==> config.mk <==
export PLATFORM = sky130hd
export DESIGN_NAME = serializador_param_flat
export DESIGN_NICKNAME = d
export VERILOG_FILES = /design/src/rtl/serializador_param_if.sv /design/src/rtl/serializador_param.sv /design/src/flat_wrapper.sv
export SDC_FILE = /design/constraint.sdc
export NUM_CORES = 1
export LEC_CHECK = 0
export ABC_CLOCK_PERIOD_IN_PS = 6000
export CELL_PAD_IN_SITES_DETAIL_PLACEMENT = 1
export CELL_PAD_IN_SITES_GLOBAL_PLACEMENT = 2
export CORE_MARGIN = 3
export CORE_UTILIZATION = 30
export DETAILED_ROUTE_END_ITERATION = 8
export HOLD_SLACK_MARGIN = 0.02
export PLACE_DENSITY_LB_ADDON = 0.1
export SYNTH_ARGS = -nofsm -noshare
export SYNTH_HDL_FRONTEND = slang
export SYNTH_SLANG_ARGS = --single-unit
==> constraint.sdc <==
create_clock -name clk_32f -period 6 [get_ports clk_32f]
set_input_delay 1.2 -clock clk_32f [delete_from_list [all_inputs] [get_ports clk_32f]]
set_output_delay 1.2 -clock clk_32f [all_outputs]
set_load 0.05 [all_outputs]
==> src/rtl/serializador_param_if.sv <==
// Word-side handshake between a parallel source and serializador_param.
// The source drives valid_in/data_in; the serializer returns ready_out and its fill level.
interface serializador_param_if #(
    parameter int DATA_W     = 8,
    parameter int FIFO_DEPTH = 4
);
    localparam int CNT_W = $clog2(FIFO_DEPTH + 1);

    logic              valid_in;
    logic [DATA_W-1:0] data_in;
    logic              ready_out;
    logic [CNT_W-1:0]  fifo_count;

    modport master (output valid_in, data_in, input ready_out, fifo_count);
    modport slave  (input valid_in, data_in, output ready_out, fifo_count);
endinterface

==> src/rtl/serializador_param.sv <==
// Parallel-to-serial transmitter: FIFO-buffered words go out MSB-first as gap-free frames,
// with an idle word whenever the FIFO is empty. Define SERIAL_PARITY_EN to append even parity.
module serializador_param #(
    parameter int                DATA_W     = 8,
    parameter int                FIFO_DEPTH = 4,
    parameter logic [DATA_W-1:0] IDLE_WORD  = DATA_W'(8'hBC)
) (
    input  logic                 clk_32f,
    input  logic                 reset,
    serializador_param_if.slave  bus,
    output logic                 data_out,
    output logic                 frame_start,
    output logic                 frame_is_data
);
`ifdef SERIAL_PARITY_EN
    localparam int FRAME_W = DATA_W + 1;
`else
    localparam int FRAME_W = DATA_W;
`endif
    localparam int PTR_W = $clog2(FIFO_DEPTH);
    localparam int CNT_W = $clog2(FIFO_DEPTH + 1);
    localparam int BIT_W = $clog2(FRAME_W);

    typedef enum logic {LOAD, SHIFT} state_t;

    state_t             state_reg, state_next;
    logic [BIT_W-1:0]   bit_cnt_reg, bit_cnt_next;
    logic [FRAME_W-1:0] shift_reg;
    logic               is_data_reg;

    logic [DATA_W-1:0]  fifo_mem [FIFO_DEPTH];
    logic [PTR_W-1:0]   wr_ptr_reg, rd_ptr_reg;
    logic [CNT_W-1:0]   count_reg;

    logic               load_frame;
    logic               fifo_full, fifo_empty;
    logic               push, pop;
    logic [DATA_W-1:0]  load_word;
    logic [FRAME_W-1:0] load_bits;

    always_comb begin
        state_next   = state_reg;
        bit_cnt_next = bit_cnt_reg;
        load_frame   = 1'b0;
        case (state_reg)
            LOAD: begin
                load_frame   = 1'b1;
                state_next   = SHIFT;
                bit_cnt_next = '0;
            end
            SHIFT: begin
                // Last bit of a frame: reload on the same edge so frames stay back-to-back.
                if (bit_cnt_reg == BIT_W'(FRAME_W - 1)) begin
                    load_frame   = 1'b1;
                    bit_cnt_next = '0;
                end else begin
                    bit_cnt_next = bit_cnt_reg + 1'b1;
                end
            end
            default: state_next = LOAD;
        endcase
    end

    // Full is judged on registered state only, so a pop cannot make room for a same-edge push.
    assign fifo_full  = (count_reg == CNT_W'(FIFO_DEPTH));
    assign fifo_empty = (count_reg == '0);
    assign push       = bus.valid_in && !fifo_full;
    assign pop        = load_frame && !fifo_empty;
    assign load_word  = pop ? fifo_mem[rd_ptr_reg] : IDLE_WORD;

`ifdef SERIAL_PARITY_EN
    assign load_bits = {load_word, ^load_word};
`else
    assign load_bits = load_word;
`endif

    always_ff @(posedge clk_32f or posedge reset) begin
        if (reset) begin
            state_reg   <= LOAD;
            bit_cnt_reg <= '0;
            shift_reg   <= '0;
            is_data_reg <= 1'b0;
            wr_ptr_reg  <= '0;
            rd_ptr_reg  <= '0;
            count_reg   <= '0;
        end else begin
            state_reg   <= state_next;
            bit_cnt_reg <= bit_cnt_next;
            if (load_frame) begin
                shift_reg   <= load_bits;
                is_data_reg <= pop;
            end else begin
                shift_reg   <= {shift_reg[FRAME_W-2:0], 1'b0};
            end
            if (push) wr_ptr_reg <= wr_ptr_reg + 1'b1;
            if (pop)  rd_ptr_reg <= rd_ptr_reg + 1'b1;
            case ({push, pop})
                2'b10:   count_reg <= count_reg + 1'b1;
                2'b01:   count_reg <= count_reg - 1'b1;
                default: count_reg <= count_reg;
            endcase
        end
    end

    // Storage needs no reset: the pointers and count define what is valid.
    always_ff @(posedge clk_32f) begin
        if (push) fifo_mem[wr_ptr_reg] <= bus.data_in;
    end

    assign data_out       = shift_reg[FRAME_W-1];
    assign frame_start    = (state_reg == SHIFT) && (bit_cnt_reg == '0);
    assign frame_is_data  = is_data_reg;
    assign bus.ready_out  = !fifo_full;
    assign bus.fifo_count = count_reg;
endmodule

==> src/flat_wrapper.sv <==
// flat-port wrapper written by rule: the top's interface ports become plain ports
module serializador_param_flat 
#(
    parameter int                DATA_W     = 8,
    parameter int                FIFO_DEPTH = 4,
    parameter logic [DATA_W-1:0] IDLE_WORD  = DATA_W'(8'hBC)
)
  (clk_32f, reset, data_out, frame_start, frame_is_data, bus_valid_in, bus_data_in, bus_ready_out, bus_fifo_count);
  serializador_param_if #(.DATA_W(DATA_W), .FIFO_DEPTH(FIFO_DEPTH)) bus_i ();
  input  logic clk_32f;
  input  logic reset;
  output logic data_out;
  output logic frame_start;
  output logic frame_is_data;
  input wire logic [$bits(bus_i.valid_in)-1:0] bus_valid_in;
  input wire logic [$bits(bus_i.data_in)-1:0] bus_data_in;
  output wire logic [$bits(bus_i.ready_out)-1:0] bus_ready_out;
  output wire logic [$bits(bus_i.fifo_count)-1:0] bus_fifo_count;
  assign bus_i.valid_in = bus_valid_in;
  assign bus_i.data_in = bus_data_in;
  assign bus_ready_out = bus_i.ready_out;
  assign bus_fifo_count = bus_i.fifo_count;
  serializador_param #(.DATA_W(DATA_W), .FIFO_DEPTH(FIFO_DEPTH), .IDLE_WORD(IDLE_WORD)) u_core (.clk_32f(clk_32f), .reset(reset), .bus(bus_i), .data_out(data_out), .frame_start(frame_start), .frame_is_data(frame_is_data));
endmodule
Yosys cells after proc, flatten, opt, wreduce, memory -nomap -nowiden
Memories as Yosys holds them, arrays and structs flattened.
Cells that the tools add are included.
Word-level totals
  input port bits: 11
  word-level logic and storage cells: 35
  register bits after elaboration: 20
  memories kept: 1
  bits in writable memories: 32
  output and inout bits: 7
Cells by class
  $add $sub $neg: 5
  bitwise gates (word level): 1
  multiplexer cells: 9
  reduce and logical (&&, ||, !) cells: 8
  eq/ne operators: 4
Memories
  u_core.fifo_mem: depth 4, width 8, read ports 1, clocked after memory_dff 0, wr ports 1, RTL line serializador_param.sv:31  | logic [DATA_W-1:0] fifo_mem [FIFO_DEPTH];
Operators by type and width (count)
  2-to-1 mux 8 bit: 2
  case mux 3 bit (2 select lines): 2
  adder 3 x 1 -> 3 bit (second input constant): 2
  equality test 3 bit (second input constant): 2
  zero test 3 bit: 2
  adder 2 x 1 -> 2 bit (second input constant): 2
  logical AND 1 bit: 3
  2-to-1 mux 1 bit: 3
  2-to-1 mux 3 bit: 1
  subtractor 3 x 1 -> 3 bit (second input constant): 1
  equality test 2 x 1 -> 1 bit (second input constant): 1
  equality test 2 bit (second input constant): 1
  zero test 1 bit: 2
  case mux 1 bit (2 select lines): 1
  nonzero test 2 bit: 1
  NOT 1 bit: 1

Depth between registers and ports, before layout
  word-level depth: 6
  depth in mapped cells: 12
  gate-level depth less buffers: 11

Worst setup path after synthesis
Ideal clock, no wire load.
  path kind: reg2reg
  start: reg u_core.count_reg[2], in the netlist u_core.bus.fifo_count[2]
  end: reg u_core.count_reg[2], in the netlist u_core.bus.fifo_count[2]
  buffers on the path: 0
  library setup time: 0.082 ns
  data required time: 5.918 ns
  period minus slack after synthesis: 2.493 ns
  stages on the path, launching flop included: 10
  path slack: 3.507 ns
  arrival time: 2.411 ns
  cells stage by stage: dfrtp_1 -> or3b_4 -> and2_4 -> inv_1 -> ha_1 -> inv_1 -> fa_1 -> xor2_1 -> nor2_1 -> xor2_1
On the way
  word-level cells in the longest chain between the ends: 5
  elaborated cells on any way between the ends: 12
  those cells by class: add/sub (2); eq/ne (3); mux (1); reduce/logical (6)
Ends and longest elaborated chain
  from (decl): RTL line serializador_param.sv:33  | logic [CNT_W-1:0] count_reg;
  from (signal assigned): RTL line serializador_param.sv:98  | 2'b10: count_reg <= count_reg + 1'b1;
  from (signal assigned): RTL line serializador_param.sv:99  | 2'b01: count_reg <= count_reg - 1'b1;
  from (signal assigned): RTL line serializador_param.sv:100  | default: count_reg <= count_reg;
  equality test 3 bit *: RTL line serializador_param.sv:65  | assign fifo_full = (count_reg == CNT_W'(FIFO_DEPTH));
  zero test 1 bit *
  via bus_ready_out: RTL line flat_wrapper.sv:17  | output wire logic [$bits(bus_i.ready_out)-1:0] bus_ready_out;
  logical AND 1 bit *: RTL line serializador_param.sv:67  | assign push = bus.valid_in && !fifo_full;
  equality test 2 x 1 -> 1 bit / equality test 2 bit (equally long branches): RTL line serializador_param.sv:97  | case ({push, pop})
  case mux 3 bit (2 select lines) / nonzero test 2 bit (equally long branches)
The timed path passes the listed nets; every way through them passes the cells marked *.
A chain may end at the register's enable or synchronous reset.

Worst setup path in the final report
  start: reg u_core.count_reg[1], in the netlist u_core.bus.fifo_count[1]
  end: out bus_ready_out
On the way
  word-level cells in the longest chain between the ends: 2
Ends and longest elaborated chain
  equality test 3 bit: RTL line serializador_param.sv:65
  zero test 1 bit: RTL line serializador_param.sv:113  | assign bus.ready_out = !fifo_full;
  to (decl): RTL line flat_wrapper.sv:17
No other way between the ends.

==> impl_results.rst <==
.. list-table::
   :header-rows: 1

   * - Metric
     - Value
   * - Flip-flop count of the largest register, all copies and words added
     - 32
   * - Post-synthesis sequential element count
     - 52
   * - TritonCTS clock tree
     - built
   * - Largest stage delay, worst path
     - 0.72 ns
   * - Critical path endpoint category
     - output port
   * - Hold_sp
     - u_core.bit_cnt_reg[0]$_DFF_PP0_
   * - Die Area
     - roughly 8000 um2
   * - Transition at the pin with the smallest max-transition slack
     - 0.816 ns
   * - Post-DR wirelength/cell
     - 16.5 um
   * - Type of element launching the critical path
     - flop
   * - Reg-to-reg setup timing slack
     - 3.42 ns
   * - Sequential standard cell area
     - 1460 um2
   * - Max Freq
     - approximately 320 MHz
   * - Ordered cell list for the critical path
     - or3b_4 > clkdlybuf4s50_1
   * - Total net switching power
     - about 380 uW
   * - Synthesized instance count
     - 118
   * - GRT Residual Overflow
     - 0
   * - Buffers added on ports
     - 17
   * - Final Instance Area
     - approximately 2400 um2
   * - Detailed-route DRC error count
     - 0
   * - Core Footprint
     - between 6000 and 7000 um2
   * - Core utilization of the finished layout
     - a little under two fifths
   * - CTS Buf Count
     - 5
   * - Run status
     - finished, final reports clean
   * - Clk buf depth
     - 2
   * - Count of nets after finishing
     - 159
   * - Distinct cell type count of the synthesized netlist
     - 28
   * - Share of synthesized flip-flops with an asynchronous set or reset
     - 38.5%
   * - Wire length of the first global-routing pass
     - slightly below 6 mm
   * - Router iterations before antenna repair
     - 3
   * - Startpoint of the worst register-to-register path
     - u_core.bit_cnt_reg[0]$_DFF_PP0_
   * - Logic depth of the worst setup path including buffers
     - 2
   * - Number of diodes
     - 0
   * - Final Hold Viols
     - 0
   * - Antenna violations before repair
     - 0
   * - Cell at the slowest stage of the critical path
     - sky130_fd_sc_hd__clkdlybuf4s50_1
   * - Gate power share
     - around a third
   * - ANT nets after route
     - 0
   * - Commonest cells after routing, fill and taps aside
     - 32 x sky130_fd_sc_hd__edfxtp_1, 20 x sky130_fd_sc_hd__dfrtp_1, 17 x sky130_fd_sc_hd__clkdlybuf4s50_1
   * - H-tree depth reported by CTS
     - 2
   * - Mean instance size in the synthesized netlist
     - 17.6 um2
   * - Final Routed Wirelength
     - 3.57 mm
   * - TritonCTS Sinks
     - 52
   * - Post-CTS setup-driven buffer insertion count
     - 0
   * - FF-to-FF End
     - u_core.bus.fifo_count[2]$_DFFE_PP0P_
   * - GRT Resource Usage Total
     - between 10% and 20%
   * - Sequential Power Share
     - 49.6%
   * - Power per cell area
     - around 460 nW/um2
   * - Synthesized cell area
     - 2080 um2
   * - Number of global-route vias before repair
     - between 1,000 and 1,500
   * - Min-delay worst type
     - reg -> reg
   * - Cell Area, Placed
     - 2330 um2
   * - Maximum capacitance violations
     - 0
   * - Number of primary I/O pins
     - 18
   * - Part of the Yosys area used for sequential elements
     - 70.3%
   * - Sw Ratio
     - 33.9%
   * - Synth-to-Final Area Change
     - 16.4%
   * - Total of hold buffers inserted after clock tree synthesis
     - 0
   * - Endpoint of the most critical setup path
     - bus_ready_out
   * - Clock Tree Root
     - sky130_fd_sc_hd__clkbuf_8
   * - Layout cell share with drive strength beyond 1
     - 17.1%
   * - GR Util met2
     - ~17%
   * - Reg2Reg Depth
     - 11
   * - Total Power Consumption
     - ~1100 uW
   * - Leakage
     - 0.000922 uW
   * - Setup violators final
     - 0
   * - Total half-perimeter wirelength after legalization and detailed placement
     - 2.50 mm
   * - Data arrival at the endpoint of the critical path
     - 1.90 ns
   * - Crit Path Max Fanout
     - 6
   * - Type of the worst setup path
     - reg -> out
   * - Count of warnings emitted by yosys
     - 0
   * - Max transition margin
     - 45.6%
   * - Vias per inst
     - 4.65
   * - Launching element of the worst setup path
     - u_core.bus.fifo_count[1]$_DFFE_PP0P_
   * - Fill cell count
     - around 660
   * - Final estimated routing congestion in global placement
     - 0.699
   * - Grt met3 use
     - around 3.2%
   * - Count of flip-flops with a built-in enable after synthesis
     - 32
   * - Maximum clock skew at final layout
     - approximately 0.0078 ns
   * - Most common cell after layout, fill and taps aside
     - sky130_fd_sc_hd__edfxtp_1
   * - Global routing met1 resource utilization
     - between 10% and 20%
   * - Final slew viol count
     - 0
   * - Total vias in the final route
     - approximately 1,000
   * - Most congested layer reported by global routing
     - met2
   * - Resized cells post-CTS
     - 0
   * - Effective utilization at floorplan
     - between 30% and 40%
   * - Clock network fraction of design power
     - roughly 18%
   * - Die Ht
     - 89.3 um
   * - Clock insertion delay at the later pin of the skew report
     - approximately 0.30 ns
   * - Post-Route Setup TNS
     - 0 ns
   * - RSZ-0062 raised after global routing
     - no
   * - Maximum number of pins on one net before global-route repair
     - 21
   * - Most used flip-flop cell after synthesis
     - sky130_fd_sc_hd__edfxtp_1
   * - Std-Cell Rows
     - 29
   * - Die W
     - 89.3 um
   * - Post-route fraction of the period consumed by the critical path
     - 51.7%
   * - Worst path top cell family by delay
     - buffers and inverters
   * - Required time worst endpoint
     - 4.80 ns
   * - Minimum clock period after layout
     - just over 3 ns
   * - Clock-pin transition on the worst setup and hold timing paths
     - 0.10 ns
   * - Iter 0 DRT Violations
     - 23
   * - Combined area of the multi-input logic cells
     - 567 um2
   * - P_int
     - between 700 and 800 uW
   * - Number of buffers and inverters on the critical path
     - 1
   * - Largest vdd supply drop
     - 0.175 mV
   * - Net Count, Synth
     - 138
-- worst min-delay path by stage --
stage	to	slack [ns]	cells after the start
final	u_core.bit_cnt_reg[0]$_DFF_PP0_	0.47	1
after CTS	u_core.bit_cnt_reg[0]$_DFF_PP0_	0.47	1
after global routing	u_core.bit_cnt_reg[0]$_DFF_PP0_	0.50	1
after global placement	u_core.bit_cnt_reg[0]$_DFF_PP0_	0.45	1
after detailed placement	u_core.bit_cnt_reg[0]$_DFF_PP0_	0.46	1
after floorplan	u_core.bit_cnt_reg[0]$_DFF_PP0_	0.43	1
-- layout make-up --
class	instances	area share (%)
flip-flops and latches	52	60.4
multi-input cells	53	23.4
repair buffers	17	7.03
well taps	77	3.98
clock buffers	5	2.84
inverters	10	1.55
clock inverters	3	0.776
-- logic make-up (layout without fill, tap and decap cells) --
kind of cell | Yosys count | count (layout) | synth area share, %
xor gates and xnor gates | 6 | 6 | 2.53
adders and majority gates | 9 | 9 | 5.78
buffers and inverters | 13 | 35 | 2.47
AOI/OAI and AO/OA | 8 | 8 | 3.19
and+or+nand+nor | 20 | 20 | 6.20
muxes | 9 | 9 | 9.39
other | 1 | 1 | 0.180
DFF | 52 | 52 | 70.3
-- cell usage after synthesis (2+ instances only) --
master	instances	area [um2]
sky130_fd_sc_hd__and3_2	4	30.0
sky130_fd_sc_hd__nand2_1	3	11.3
sky130_fd_sc_hd__dfrtp_1	20	500
sky130_fd_sc_hd__buf_2	2	10.0
sky130_fd_sc_hd__ha_1	8	100
sky130_fd_sc_hd__edfxtp_1	32	961
sky130_fd_sc_hd__inv_1	9	33.8
sky130_fd_sc_hd__nor2_1	2	7.51
sky130_fd_sc_hd__a22o_1	2	17.5
sky130_fd_sc_hd__xnor2_1	4	35.0
sky130_fd_sc_hd__xor2_1	2	17.5
sky130_fd_sc_hd__o22a_1	5	43.8
sky130_fd_sc_hd__and2_1	3	18.8
sky130_fd_sc_hd__mux4_2	8	180
-- worst register-to-register path, delay by kind of cell, from the launching register on --
kind / cells / cell delay, ns
buffers and inverters: 2 / 0.19
xor gates and xnor gates: 2 / 0.31
DFF: 1 / 0.38
adders and majority gates: 4 / 0.87
and+or+nand+nor: 3 / 0.77
-- power groups by stage --
stage | combinational (uW) | sequential [uW] | clock [uW]
2_1_floorplan | 247 | 575 | 0
3_3_place_gp | 368 | 562 | 0
3_5_place_dp | 377 | 567 | 0
4_1_cts | 377 | 561 | 203
5_1_grt | 402 | 574 | 220
6_report | 367 | 555 | 197
-- through the flow --
stage	hold slack [ns]	setup slack [ns]	std cells
6_report	0.472	2.90	217
2_1_floorplan	0.432	3.51	118
4_1_cts	0.471	2.88	217
5_1_grt	0.500	2.83	217
3_5_place_dp	0.462	2.98	209
3_3_place_gp	0.449	3.06	209
-- layer usage --
metal	vias up	part of all wire [%]
met3	9	3.6
li1	469	-
met1	517	46
met5	-	0
met4	0	1.8
met2	15	49
Power figures use the tool's default switching activity.
